## config.mk

```make
export PLATFORM = sky130hd
export DESIGN_NAME = rep_window_sequencer_flat
export DESIGN_NICKNAME = d
export VERILOG_FILES = /design/src/rtl/rep_window_sequencer_if.sv /design/src/rtl/rep_window_sequencer.sv /design/src/flat_wrapper.sv
export SDC_FILE = /design/constraint.sdc
export NUM_CORES = 1
export LEC_CHECK = 0
export CORE_UTILIZATION = 58
export CTS_BUF_LIST = sky130_fd_sc_hd__clkbuf_4 sky130_fd_sc_hd__clkbuf_8 sky130_fd_sc_hd__clkbuf_16
export DETAILED_ROUTE_END_ITERATION = 16
export GPL_ROUTABILITY_DRIVEN = 0
export PLACE_DENSITY = 0.91
export SLEW_MARGIN = 40
export SYNTH_ARGS = -nofsm -noshare
export SYNTH_HDL_FRONTEND = slang
export SYNTH_SLANG_ARGS = --single-unit
```

## constraint.sdc

```tcl
create_clock -name clk -period 4.26 [get_ports clk]
set_input_delay 0.426 -clock clk [delete_from_list [all_inputs] [get_ports clk]]
set_output_delay 0.426 -clock clk [all_outputs]
set_load 0.02 [all_outputs]
```

## src/rtl/rep_window_sequencer_if.sv

```systemverilog
// rtl/rep_window_sequencer_if.sv - control, monitored-signal and verdict bundle for the repetition sequencer
interface rep_window_sequencer_if #(
  parameter int REP_W = 4,
  parameter int WIN_W = 8
);
  logic             start;
  logic             abort;
  logic [1:0]       mode;
  logic [REP_W-1:0] rep_n;
  logic [WIN_W-1:0] window;
  logic             a;
  logic             b;
  logic             busy;
  logic             done;
  logic             pass;
  logic             fail;
  logic [REP_W-1:0] match_cnt;

  modport master (
    output start, abort, mode, rep_n, window, a, b,
    input  busy, done, pass, fail, match_cnt
  );

  modport slave (
    input  start, abort, mode, rep_n, window, a, b,
    output busy, done, pass, fail, match_cnt
  );
endinterface

```

## src/rtl/rep_window_sequencer.sv

```systemverilog
// rtl/rep_window_sequencer.sv - arms, runs and scores one [*N]/[->N]/[=N] check of a&b over a window
module rep_window_sequencer #(
  parameter int REP_W = 4,
  parameter int WIN_W = 8
) (
  input  logic                   clk,
  input  logic                   reset,
  rep_window_sequencer_if.slave  bus
);

  localparam logic [1:0] ST_IDLE = 2'd0;
  localparam logic [1:0] ST_RUN  = 2'd1;
  localparam logic [1:0] ST_DONE = 2'd2;

  localparam logic [WIN_W-1:0] WIN_ONE = {{(WIN_W-1){1'b0}}, 1'b1};

  logic [1:0]       state;
  logic [1:0]       mode_q;
  logic [REP_W-1:0] rep_q;
  logic [WIN_W-1:0] win_q;
  logic [WIN_W-1:0] cyc;
  logic [REP_W-1:0] cnt;
  logic             pass_q;
  logic             fail_q;
  logic             done_q;

  logic             hit;
  logic             cnt_sat;
  logic [REP_W-1:0] cnt_nxt;
  logic [WIN_W-1:0] cyc_nxt;
  logic             last;
  logic             v_pass;
  logic             v_fail;

  assign hit     = bus.a & bus.b;
  assign cnt_sat = &cnt;
  assign cnt_nxt = (hit && !cnt_sat) ? cnt + 1'b1 : cnt;
  assign cyc_nxt = cyc + 1'b1;
  assign last    = (cyc_nxt == win_q);

  // Verdict for the current sampled cycle, judged on the count including this cycle's hit
  always_comb begin
    v_pass = 1'b0;
    v_fail = 1'b0;
    case (mode_q)
      2'd0: begin
        // Consecutive: any miss before reaching N ends the check
        if (rep_q == '0 || cnt_nxt == rep_q) v_pass = 1'b1;
        else if (!hit || last)               v_fail = 1'b1;
      end
      2'd1: begin
        // Goto: misses are tolerated until the window closes
        if (rep_q == '0 || cnt_nxt == rep_q) v_pass = 1'b1;
        else if (last)                       v_fail = 1'b1;
      end
      default: begin
        // Non-consecutive: an (N+1)th hit fails at once; a saturated counter
        // means N is the maximum and N+1 can never be observed
        if (hit && cnt == rep_q && !cnt_sat) v_fail = 1'b1;
        else if (last) begin
          if (cnt_nxt == rep_q) v_pass = 1'b1;
          else                  v_fail = 1'b1;
        end
      end
    endcase
  end

  // Sequencer state, latched config, counters and held verdict
  always_ff @(posedge clk or posedge reset) begin
    if (reset) begin
      state  <= ST_IDLE;
      mode_q <= '0;
      rep_q  <= '0;
      win_q  <= '0;
      cyc    <= '0;
      cnt    <= '0;
      pass_q <= 1'b0;
      fail_q <= 1'b0;
      done_q <= 1'b0;
    end else begin
      done_q <= 1'b0;
      case (state)
        ST_IDLE: begin
          if (bus.start) begin
            mode_q <= bus.mode;
            rep_q  <= bus.rep_n;
            win_q  <= (bus.window == '0) ? WIN_ONE : bus.window;
            cyc    <= '0;
            cnt    <= '0;
            pass_q <= 1'b0;
            fail_q <= 1'b0;
            state  <= ST_RUN;
          end
        end
        ST_RUN: begin
          if (bus.abort) begin
            pass_q <= 1'b0;
            fail_q <= 1'b0;
            state  <= ST_IDLE;
          end else begin
            cyc <= cyc_nxt;
            cnt <= cnt_nxt;
            if (v_pass || v_fail) begin
              pass_q <= v_pass;
              fail_q <= v_fail;
              done_q <= 1'b1;
              state  <= ST_DONE;
            end
          end
        end
        ST_DONE: state <= ST_IDLE;
        default: state <= ST_IDLE;
      endcase
    end
  end

  assign bus.busy      = (state == ST_RUN);
  assign bus.done      = done_q;
  assign bus.pass      = pass_q;
  assign bus.fail      = fail_q;
  assign bus.match_cnt = cnt;

endmodule
```

## src/flat_wrapper.sv

```systemverilog
// flat-port wrapper written by rule: the top's interface ports become plain ports
module rep_window_sequencer_flat 
#(
  parameter int REP_W = 4,
  parameter int WIN_W = 8
)
  (clk, reset, bus_start, bus_abort, bus_mode, bus_rep_n, bus_window, bus_a, bus_b, bus_busy, bus_done, bus_pass, bus_fail, bus_match_cnt);
  rep_window_sequencer_if #(.REP_W(REP_W), .WIN_W(WIN_W)) bus_i ();
  input  logic clk;
  input  logic reset;
  input wire logic [$bits(bus_i.start)-1:0] bus_start;
  input wire logic [$bits(bus_i.abort)-1:0] bus_abort;
  input wire logic [$bits(bus_i.mode)-1:0] bus_mode;
  input wire logic [$bits(bus_i.rep_n)-1:0] bus_rep_n;
  input wire logic [$bits(bus_i.window)-1:0] bus_window;
  input wire logic [$bits(bus_i.a)-1:0] bus_a;
  input wire logic [$bits(bus_i.b)-1:0] bus_b;
  output wire logic [$bits(bus_i.busy)-1:0] bus_busy;
  output wire logic [$bits(bus_i.done)-1:0] bus_done;
  output wire logic [$bits(bus_i.pass)-1:0] bus_pass;
  output wire logic [$bits(bus_i.fail)-1:0] bus_fail;
  output wire logic [$bits(bus_i.match_cnt)-1:0] bus_match_cnt;
  assign bus_i.start = bus_start;
  assign bus_i.abort = bus_abort;
  assign bus_i.mode = bus_mode;
  assign bus_i.rep_n = bus_rep_n;
  assign bus_i.window = bus_window;
  assign bus_i.a = bus_a;
  assign bus_i.b = bus_b;
  assign bus_busy = bus_i.busy;
  assign bus_done = bus_i.done;
  assign bus_pass = bus_i.pass;
  assign bus_fail = bus_i.fail;
  assign bus_match_cnt = bus_i.match_cnt;
  rep_window_sequencer #(.REP_W(REP_W), .WIN_W(WIN_W)) u_core (.clk(clk), .reset(reset), .bus(bus_i));
endmodule
```

# Word level (Yosys, flattened, before mapping)
# Cells that the tools add are included.
[classes]
add_sub_neg = 2
mul = 0
div = 0
magnitude_cmp = 0
eq_ne = 8
n_shift = 0
n_mux = 35
bitwise = 1
n_reduce_logical = 19
[ops]
columns = ["cell", "count"]
rows = [
  ["$mux W8", 3],
  ["$mux W1", 20],
  ["$pmux W8 S2", 1],
  ["$mux W4", 3],
  ["$add A8 B1 Y8 const B", 1],
  ["$eq A4 B4 Y1", 2],
  ["$eq A8 B8 Y1", 1],
  ["$logic_not A8 Y1", 1],
  ["$pmux W4 S2", 1],
  ["$mux W2", 3],
  ["$pmux W1 S2", 3],
  ["$reduce_and A3 Y1", 2],
  ["$add A4 B1 Y4 const B", 1],
  ["$eq A2 B1 Y1 const B", 2],
  ["$logic_not A2 Y1", 2],
  ["$logic_not A4 Y1", 1],
  ["$ne A2 B2 Y1 const B", 2],
  ["$pmux W2 S2", 1],
  ["$reduce_and A2 Y1", 2],
  ["$reduce_and A4 Y1", 1],
  ["$logic_and A1 B1 Y1", 3],
  ["$logic_or A1 B1 Y1", 3],
  ["$ne A3 B2 Y1 const B", 1],
  ["$logic_not A1 Y1", 2],
  ["3 further kinds", 3],
]
[word_totals]
register_bits = 31
latchBits = 0
mem_bits_rw = 0
romBits = 0
inputBits = 20
mem_count = 0

# Logic depth before layout (Yosys ltp)
# Gate-level depths: netlist of run 1.
[depth]
ltp_word = 13
ltp_mapped = 7
mapped_depth_nobuf = 7

# Least setup slack after synthesis of run 1
# Ideal clock, no wire load.
[synth_path]
path_type = "register to register"
startpoint = "reg u_core.cnt[0] (netlist: u_core.bus.match_cnt[0])"
endpoint = "reg u_core.fail_q (netlist: u_core.bus.fail)"
arrival_time_ns = 2.023
path_slack_ns = 2.111
path_stages_with_launch = 8
path_cell_list = "dfrtp_1 -> ha_1 -> and3_4 -> or3_1 -> a21boi_1 -> o221a_4 -> nor3_4 -> a221o_1"
[synth_via]
elab_chain_len = 12
word_cells_on_any_way = 27
cone_classes = "add/sub (1); eq/ne (3); mux (15); reduce/logical (8)"
[synth_rtl]
columns = ["element", "line", "text"]
rows = [
  ["from (decl)", "rep_window_sequencer.sv:22", "logic [REP_W-1:0] cnt;"],
  ["from (signal assigned)", "rep_window_sequencer.sv:102", "cnt <= cnt_nxt;"],
  ["parallel branches: the longest is 12 deep, another holds $add A4 B1 Y4", "--", ""],
  ["to (signal assigned)", "rep_window_sequencer.sv:105", "fail_q <= v_fail;"],
  ["to (decl)", "rep_window_sequencer.sv:24", "logic fail_q;"],
]
# Parallel ways; which one is timed is not known. The select of a mux whose other input is x is not followed.
# A chain may end at the register's enable or synchronous reset.

# Worst setup path in the final report of run 1
[layout_path]
startpoint = "reg u_core.cnt[1] (netlist: u_core.bus.match_cnt[1])"
endpoint = "reg u_core.fail_q (netlist: u_core.bus.fail)"
# Same word-level chain as after synthesis.

==> impl_metrics.json, run 1 <==
{
  "pin_count": 28,
  "antenna_found_initial": 0,
  "synth_edf_count": 0,
  "grt_usage_pct": 25.0,
  "end_kind": "flip-flop",
  "totalWireLength_um": 3680,
  "drv_slew": 0,
  "seq_area_frac_synth_pct": 42.2,
  "antenna_left": 0,
  "arrival_ps": 2380,
  "clock-sinks": 31,
  "r2r-end": "u_core.bus.fail$_DFFE_PP0P_",
  "cts_setup_buffers": 0,
  "startpoint_type": "flip-flop",
  "timing.final.crit_share_pct": 50.5,
  "postCtsHoldBufs": 0,
  "clk_latency_ps": 340,
  "totalPowerFinal_mw": 1.21,
  "synth_flop_cell": "dfrtp_1",
  "hold_slack_ps": 442,
  "dp_hpwl_um": 2700,
  "synth_area_per_cell_um2": 8.79,
  "power.switching_mw": 0.508,
  "final_cell_mix": "nand2_1, dfrtp_1, clkdlybuf4s50_1",
  "vdd_drop_max_uv": 357,
  "stdcell_count": 281,
  "multi_input_area_um2": 1010,
  "power_density_nw_per_um2": 552,
  "combPwrFrac_pct": 45.7,
  "synth_area_um2": 1840,
  "portBuffers": 27,
  "p_leak_nw": 0.975,
  "wire_per_inst_um": 13.1,
  "cts_max_path_buffers": 2,
  "internal_power_mw": 0.700,
  "reg2regPathDepth": 7,
  "preCtsSetupSlack_ps": 1880,
  "coreArea_um2": 3030,
  "async_flop_share_pct": 100,
  "first_global_vias": 1420,
  "p_sw_share_pct": 42.0,
  "fillers": 234,
  "cts_resized": 0,
  "placed_area_um2": 2130,
  "worstMarginPinSlew_ps": 702,
  "worstSetupPathType": "flip-flop to flip-flop",
  "worstHoldPathType": "input port to async pin",
  "seqCellArea_um2": 776,
  "rsz0062_at_grt": "no",
  "grt_pass1_wl_um": 6360,
  "route.detailed.drc": 0,
  "clock_power_share_pct": 14.2,
  "fin_area_um2": 2190,
  "drive_above_1_share_pct": 6.75,
  "crit_end": "u_core.bus.fail$_DFFE_PP0P_",
  "vias": 1584,
  "rows": 20,
  "skew_ps": 10.4,
  "ys_warn_count": 0,
  "setup-tns-final_ps": 0,
  "final-setup-viol-count": 0,
  "syn_to_final_growth_pct": 19.1,
  "hold_viol_final": 0,
  "dp_cells": 273,
  "startpoint": "u_core.bus.match_cnt[1]$_DFFE_PP0P_",
  "outcome": "complete, no violations",
  "syn_inst": 209,
  "max_cap_viol_count": 0,
  "setup_ws_ps": 2110,
  "routed_via_density": 5.64,
  "grt_start_max_net_pins": 32,
  "final_util_pct": 72.3,
  "ys_types": 48,
  "drt-initial-drc-count": 88,
  "cts-buffers-inserted": 5,
  "syn_nets": 231,
  "die-area_um2": 3400,
  "clockRootBuffer": "clkbuf_4",
  "cts_htree_levels": 2,
  "n_antenna_cell": 0,
  "die_y_um": 58.3,
  "r2r_setup_slack_ps": 2110,
  "start_util_pct": 60.7,
  "grt_overflow": 0,
  "path_clk_slew_ps": 110,
  "fmax_mhz": 465,
  "cts_tree": "yes",
  "dr.pass1.iters": 4,
  "relSlewSlack_pct": 53.1,
  "layout.nets": 258,
  "mostFrequentLayoutCell": "nand2_1",
  "fin_crit_ps": 2150,
  "die_x_um": 58.3,
  "worst-path-max-fanout": 6,
  "pwr-share-seq_pct": 40.1,
  "required_ps": 4490,
  "ys_seq_elements": 31,
  "r2r-start": "u_core.bus.match_cnt[1]$_DFFE_PP0P_"
}
-- state kept, by name (all words and copies together) (netlist names), 2 cells and up --
name                  count
u_core.state              2
u_core.cyc                8
u_core.rep_q              4
u_core.win_q              8
u_core.bus.match_cnt      4
u_core.mode_q             2
-- how the worst min path moves through the flow --
stage                                            start                            to  depth (start not counted)
after floorplan           u_core.mode_q[0]$_DFFE_PP0P_  u_core.mode_q[0]$_DFFE_PP0P_                          2
after global placement    u_core.mode_q[0]$_DFFE_PP0P_  u_core.mode_q[0]$_DFFE_PP0P_                          2
after detailed placement  u_core.mode_q[0]$_DFFE_PP0P_  u_core.mode_q[0]$_DFFE_PP0P_                          2
after CTS                                        reset   u_core.win_q[4]$_DFFE_PP0P_                          3
after global routing                             reset   u_core.win_q[5]$_DFFE_PP0P_                          3
final                                            reset   u_core.win_q[4]$_DFFE_PP0P_                          3
-- worst max-delay path, stage by stage, from the launching register on --
cell and delay, ps:
dfrtp_1 460, ha_1 260, and3_4 200, or3_1 320
a21boi_1 160, o221a_4 240, nor3_4 60, a221o_1 350
-- final cells by class --
| type | instances | area share [%] |
|---|---|---|
| Tap cell | 44 | 2.52 |
| Multi-Input combinational cell | 166 | 46.0 |
| Timing Repair Buffer | 28 | 12.7 |
| Inverter | 4 | 0.686 |
| Clock buffer | 5 | 1.72 |
| Sequential cell | 31 | 35.4 |
| Clock inverter | 3 | 0.915 |
-- routing by layer --
metal	share of wire (%)	routed length, µm	GRT usage [%]
met3	4.9	179	4.18
met4	1.2	44	11.9
met5	0	0	0
met2	47	1730	37.4
met1	47	1720	35.9
-- Yosys cell counts (2+ instances only) --
cell type   n  area [µm²]
nor3_1      3        15.0
mux2i_1     3        30.0
o31ai_1     4        30.0
nand4_1     2        12.5
xnor2_1     7        61.3
buf_2       2        10.0
xor2_1      5        43.8
clkbuf_1    5        18.8
or3_1       2        12.5
o21ai_0    15        75.1
nand3_1     8        40.0
dfrtp_1    31         776
nand2_1    53         199
nand2b_1    4        25.0
o41ai_1     2        17.5
and3b_1     2        17.5
o211ai_1    5        37.5
o21a_1      3        22.5
a31oi_1     3        18.8
nor3b_1     2        15.0
ha_1        2        25.0
o31a_1      2        17.5
inv_1       4        15.0
nor2b_1     3        18.8
and3_1      2        12.5
nor2_1     13        48.8
-- power groups by stage --
stage	sequential, mW	clock (mW)	combinational [mW]
after floorplan	0.484	0	0.402
after global placement	0.486	0	0.537
after detailed placement	0.491	0	0.547
after global routing	0.499	0.189	0.622
after CTS	0.484	0.173	0.552
final	0.485	0.171	0.552
-- logic make-up after synthesis --
family | Yosys count | synth area share, %
compound gates | 46 | 18.1
fa+ha+maj | 2 | 1.36
buf+inv | 12 | 3.00
flops | 31 | 42.2
simple gates | 102 | 26.8
mux | 3 | 1.63
xor+xnor | 13 | 6.94
(Power assumes the default switching activity.)
==> run 2, diff against run 1 <==
Settings changed: CORE_UTILIZATION 58 to 53, PLACE_DENSITY 0.91 to 0.85.
Clock period 4.26 ns to 2.15 ns, I/O delays scaled along.
==> run 2 against run 1 <==
Register-to-register slack got worse by 2100 ps; final area increased by 5.7%; clock skew increased by 3.1 ps; clock power increased by 140%; non-clock buffer count increased by 8; combinational power increased by 130%; sequential power increased by 100%; power increased by 120%; largest power group unchanged; critical path depth unchanged.
==> impl_metrics.json, run 2 (same netlist as run 1, synthesis figures left out) <==
{
  "cts-buffers-inserted": 5,
  "hold_viol_final": 0,
  "drv_slew": 0,
  "mostFrequentLayoutCell": "nand2_1",
  "die_y_um": 60.9,
  "power_density_nw_per_um2": 1140,
  "syn_to_final_growth_pct": 25.9,
  "postCtsHoldBufs": 0,
  "worst-path-max-fanout": 6,
  "required_ps": 2380,
  "final_util_pct": 69.3,
  "p_leak_nw": 1.03,
  "r2r-end": "u_core.bus.fail$_DFFE_PP0P_",
  "totalWireLength_um": 4230,
  "drt-initial-drc-count": 59,
  "stdcell_count": 291,
  "antenna_left": 0,
  "path_cells": "ha_2 > nand2b_1 > a21o_1 > a31oi_2 > o31a_2 > nor3_4 > a221o_1",
  "relSlewSlack_pct": 59.1,
  "startpoint": "u_core.cyc[1]$_DFFE_PP0P_",
  "crit_slowest_cell": "dfrtp_1",
  "skew_ps": 13.5,
  "reg2regPathDepth": 7,
  "die-area_um2": 3710,
  "dp_cells": 282,
  "end_kind": "flip-flop",
  "grt_pass1_wl_um": 6860,
  "clk_latency_ps": 350,
  "portBuffers": 27,
  "worstHoldPathType": "input port to async pin",
  "multi_input_area_um2": 1050,
  "routed_via_density": 5.68,
  "drive_above_1_share_pct": 13.1,
  "first_global_vias": 1554,
  "r2r-start": "u_core.cyc[1]$_DFFE_PP0P_",
  "wire_per_inst_um": 14.5,
  "max_stage_delay_ps": 420,
  "cts_max_path_buffers": 2,
  "n_antenna_cell": 0,
  "max_cap_viol_count": 0,
  "clockRootBuffer": "clkbuf_4",
  "grt_usage_pct": 25.7,
  "antenna_found_initial": 0,
  "die_x_um": 60.9,
  "fin_area_um2": 2310,
  "cts_tree": "yes",
  "outcome": "complete, no violations",
  "fin_crit_ps": 2110,
  "crit_end": "u_core.bus.fail$_DFFE_PP0P_",
  "dr.pass1.iters": 4,
  "top_regs": "u_core.cyc x8, u_core.win_q x8",
  "grt_overflow": 0,
  "seqCellArea_um2": 776,
  "clock-sinks": 31,
  "pin_count": 28,
  "dp_hpwl_um": 3070,
  "vdd_drop_max_uv": 519,
  "timing.final.crit_share_pct": 98.0,
  "fillers": 277,
  "grt_start_max_net_pins": 32,
  "worstMarginPinSlew_ps": 612,
  "route.detailed.drc": 0,
  "cts_htree_levels": 2,
  "worstSetupPathType": "flip-flop to flip-flop",
  "vias": 1653,
  "start_util_pct": 55.1,
  "placed_area_um2": 2190,
  "fmax_mhz": 474,
  "rows": 21,
  "r2r_setup_slack_ps": 40,
  "coreArea_um2": 3340,
  "startpoint_type": "flip-flop",
  "setup-tns-final_ps": 0,
  "final_cell_mix": "nand2_1, dfrtp_1, clkdlybuf4s50_1",
  "layout.nets": 266,
  "final-setup-viol-count": 0,
  "path_clk_slew_ps": 110,
  "totalPowerFinal_mw": 2.64,
  "arrival_ps": 2330
}
==> run 2: cell count changes in the layout (fill, tap and decap cells not counted), sizes merged <==
cell      delta
clkbuf       +3
buf          +8
clkinvlp     -2
clkinv       -1
==> run 2: cell type report <==
class	instances	share of cell area, %
flip-flops and latches	31	33.5
clock buffers	8	3.14
inverters	4	0.649
well taps	46	2.49
repair buffers	36	14.6
multi-input cells	166	45.6
==> run 2: layer usage <==
layer  GRT usage, %  share of wire [%]  up-vias
met5              0                  0        -
met4           8.12                2.5        0
met1           31.6                 44      796
met2           43.3                 50       45
li1               -                  -      802
met3           7.89                3.9       10
==> run 2: worst min path at each step <==
stage,startpoint,cells after the start,endpoint,slack (ps)
final,reset,3,u_core.win_q[3]$_DFFE_PP0P_,230
after global routing,reset,3,u_core.win_q[3]$_DFFE_PP0P_,320
after CTS,reset,3,u_core.win_q[3]$_DFFE_PP0P_,240
after detailed placement,u_core.mode_q[0]$_DFFE_PP0P_,2,u_core.mode_q[0]$_DFFE_PP0P_,490
after global placement,u_core.mode_q[0]$_DFFE_PP0P_,2,u_core.mode_q[0]$_DFFE_PP0P_,460
after floorplan,reset,1,u_core.bus.done$_DFF_PP0_,320
==> run 2: per-stage QoR <==
stage,hold slack (ps),setup WS [ps]
floorplan,319,0.903
global placement,464,78.2
detailed placement,489,26.9
CTS,240,24.2
global route,317,-4.32
finish,230,42.2
==> run 2: critical path: cells and delay by family (launching register included) <==
family	cells	cell delay, ps
flops	1	420
fa+ha+maj	1	220
compound gates	4	1110
simple gates	2	230
==> run 2: timing repair <==
item,4_1_cts,5_1_grt
setup buffers,0,1
resized for setup,0,12
hold endpoints to repair,0,0
setup endpoints to repair,0,4
==> run 2: power by group <==
| part | internal (mW) | switching [mW] | leakage [nW] |
|---|---|---|---|
| combinational | 0.582 | 0.678 | 0.582 |
| sequential | 0.772 | 0.198 | 0.405 |
| clock | 0.205 | 0.206 | 0.0420 |
| total | 1.56 | 1.08 | 1.03 |
==> run 3, diff against run 2 <==
Settings changed: SETUP_SLACK_MARGIN set to 0.3, SKIP_CTS_REPAIR_TIMING set to 1.
==> run 3 against run 2 <==
Final cell count shrank 0.34%; largest power group unchanged; global-route usage shrank 2.0 points; fmax grew 2.6%; sequential share of layout area grew 0.072 points; final area grew 0.11%.
==> impl_metrics.json, run 3 (same netlist as run 1, synthesis figures left out) <==
{
  "first_global_vias": 1455,
  "layout.nets": 265,
  "worstHoldPathType": "input port to async pin",
  "fin_area_um2": 2320,
  "final-setup-viol-count": 0,
  "outcome": "complete, no violations",
  "skew_ps": 11.3,
  "route.detailed.drc": 0,
  "cts_htree_levels": 2,
  "cpLargestDelayFamily": "simple AND/OR/NAND/NOR gates",
  "path_cells": "ha_4 > and3_4 > or3_4 > and3b_1 > o221a_4 > o21a_1 > o21a_1",
  "routed_via_density": 5.64,
  "final_util_pct": 69.4,
  "r2r-start": "u_core.bus.match_cnt[1]$_DFFE_PP0P_",
  "arrival_ps": 2290,
  "grt_usage_pct": 23.7,
  "timing.final.crit_share_pct": 95.5,
  "cp.depth": 7,
  "rows": 21,
  "hold_viol_final": 0,
  "mostFrequentLayoutCell": "nand2_1",
  "dp_hpwl_um": 2810,
  "cts-buffers-inserted": 5,
  "die_x_um": 60.9,
  "drive_above_1_share_pct": 12.7,
  "syn_to_final_growth_pct": 26.0,
  "die_y_um": 60.9,
  "worstMarginPinSlew_ps": 570,
  "r2r-end": "u_core.bus.done$_DFF_PP0_",
  "setup-tns-final_ps": 0,
  "critical_path.most_common_cell": "o21a_1",
  "worstSetupPathType": "flip-flop to flip-flop",
  "clock-sinks": 31,
  "max_stage_delay_ps": 460,
  "max_cap_viol_count": 0,
  "path_clk_slew_ps": 110,
  "placed_area_um2": 2180,
  "p_leak_nw": 1.04,
  "fmax_mhz": 487,
  "path_buf_inv": 0,
  "end_kind": "flip-flop",
  "startpoint_type": "flip-flop",
  "power_density_nw_per_um2": 1150,
  "top_regs": "u_core.cyc x8, u_core.win_q x8",
  "drt-initial-drc-count": 82,
  "relSlewSlack_pct": 61.9,
  "die-area_um2": 3710,
  "clockRootBuffer": "clkbuf_4",
  "wire_per_inst_um": 13.4,
  "dr.pass1.iters": 5,
  "vdd_drop_max_uv": 612,
  "required_ps": 2390,
  "start_util_pct": 55.1,
  "rsz0062_at_grt": "yes",
  "worst-path-max-fanout": 6,
  "antenna_found_initial": 0,
  "antenna_left": 0,
  "portBuffers": 27,
  "vias": 1637,
  "grt_start_max_net_pins": 32,
  "final_cell_mix": "nand2_1, dfrtp_1, clkdlybuf4s50_1",
  "fillers": 267,
  "fin_crit_ps": 2050,
  "crit_slowest_cell": "dfrtp_2",
  "cts_max_path_buffers": 2,
  "n_antenna_cell": 0,
  "cts_tree": "yes",
  "r2r_setup_slack_ps": 100,
  "clk_latency_ps": 350,
  "coreArea_um2": 3340,
  "grt_overflow": 0,
  "totalWireLength_um": 3870,
  "pin_count": 28,
  "drv_slew": 0,
  "grt_pass1_wl_um": 6290,
  "reg2regPathDepth": 7
}
[run 3: cell types whose count changed in the layout (fill, tap and decap cells not counted), sizes merged]
cell / change
buf: -1
bufinv: +1
clkbuf: -2
clkdlybuf4s50: -1
clkinv: +1
dlymetal6s2s: +1
[run 3: layer usage]
metal  GRT usage, %  vias up  part of all wire (%)
met5              0        -                     0
met4           13.3        0                   2.6
met3           4.90       10                   5.7
met2           36.7       61                    47
met1           31.1      756                    45
li1               -      810                     -
[run 3: worst reg2reg max path: cells and delay by family (launching register included)]
kind / cells / cell delay, ps
adders and majority gates: 1 / 180
AOI/OAI and AO/OA: 3 / 630
and+or+nand+nor: 3 / 690
DFF: 1 / 460
[run 3: cell type report]
type / count / area, µm² / share of cell area (%)
multi-input cells: 166 / 1050 / 45.2
flip-flops and latches: 31 / 778 / 33.6
repair buffers: 35 / 333 / 14.4
well taps: 46 / 57.6 / 2.49
clock buffers: 6 / 51.3 / 2.22
clock inverters: 2 / 35.0 / 1.51
inverters: 4 / 15.0 / 0.648
[run 3: stage by stage]
step           setup WS [ps]  power, mW  hold WS (ps)  cells
3_3_place_gp            85.2       2.07           464    279
5_1_grt                 1.41       2.86           318    290
6_report                96.5       2.65           231    290
3_5_place_dp            32.4       2.11           487    279
4_1_cts                 55.3       2.59           242    287
2_1_floorplan           98.0       1.77           318    209
[run 3: power by group]
group          switching [mW]  total (mW)  internal (mW)
Clock                   0.210       0.484          0.275
Sequential              0.196       0.969          0.773
Combinational           0.639        1.20          0.562
[run 3: how the worst max path moves through the flow]
stage                                         from                          end  slack, ps
2_1_floorplan  u_core.bus.match_cnt[0]$_DFFE_PP0P_  u_core.bus.fail$_DFFE_PP0P_        100
3_3_place_gp                                 bus_a  u_core.bus.fail$_DFFE_PP0P_         90
3_5_place_dp                                 bus_a  u_core.bus.fail$_DFFE_PP0P_         30
4_1_cts        u_core.bus.match_cnt[0]$_DFFE_PP0P_  u_core.bus.fail$_DFFE_PP0P_         60
5_1_grt                  u_core.cyc[1]$_DFFE_PP0P_  u_core.bus.fail$_DFFE_PP0P_          1
6_report       u_core.bus.match_cnt[1]$_DFFE_PP0P_    u_core.bus.done$_DFF_PP0_        100
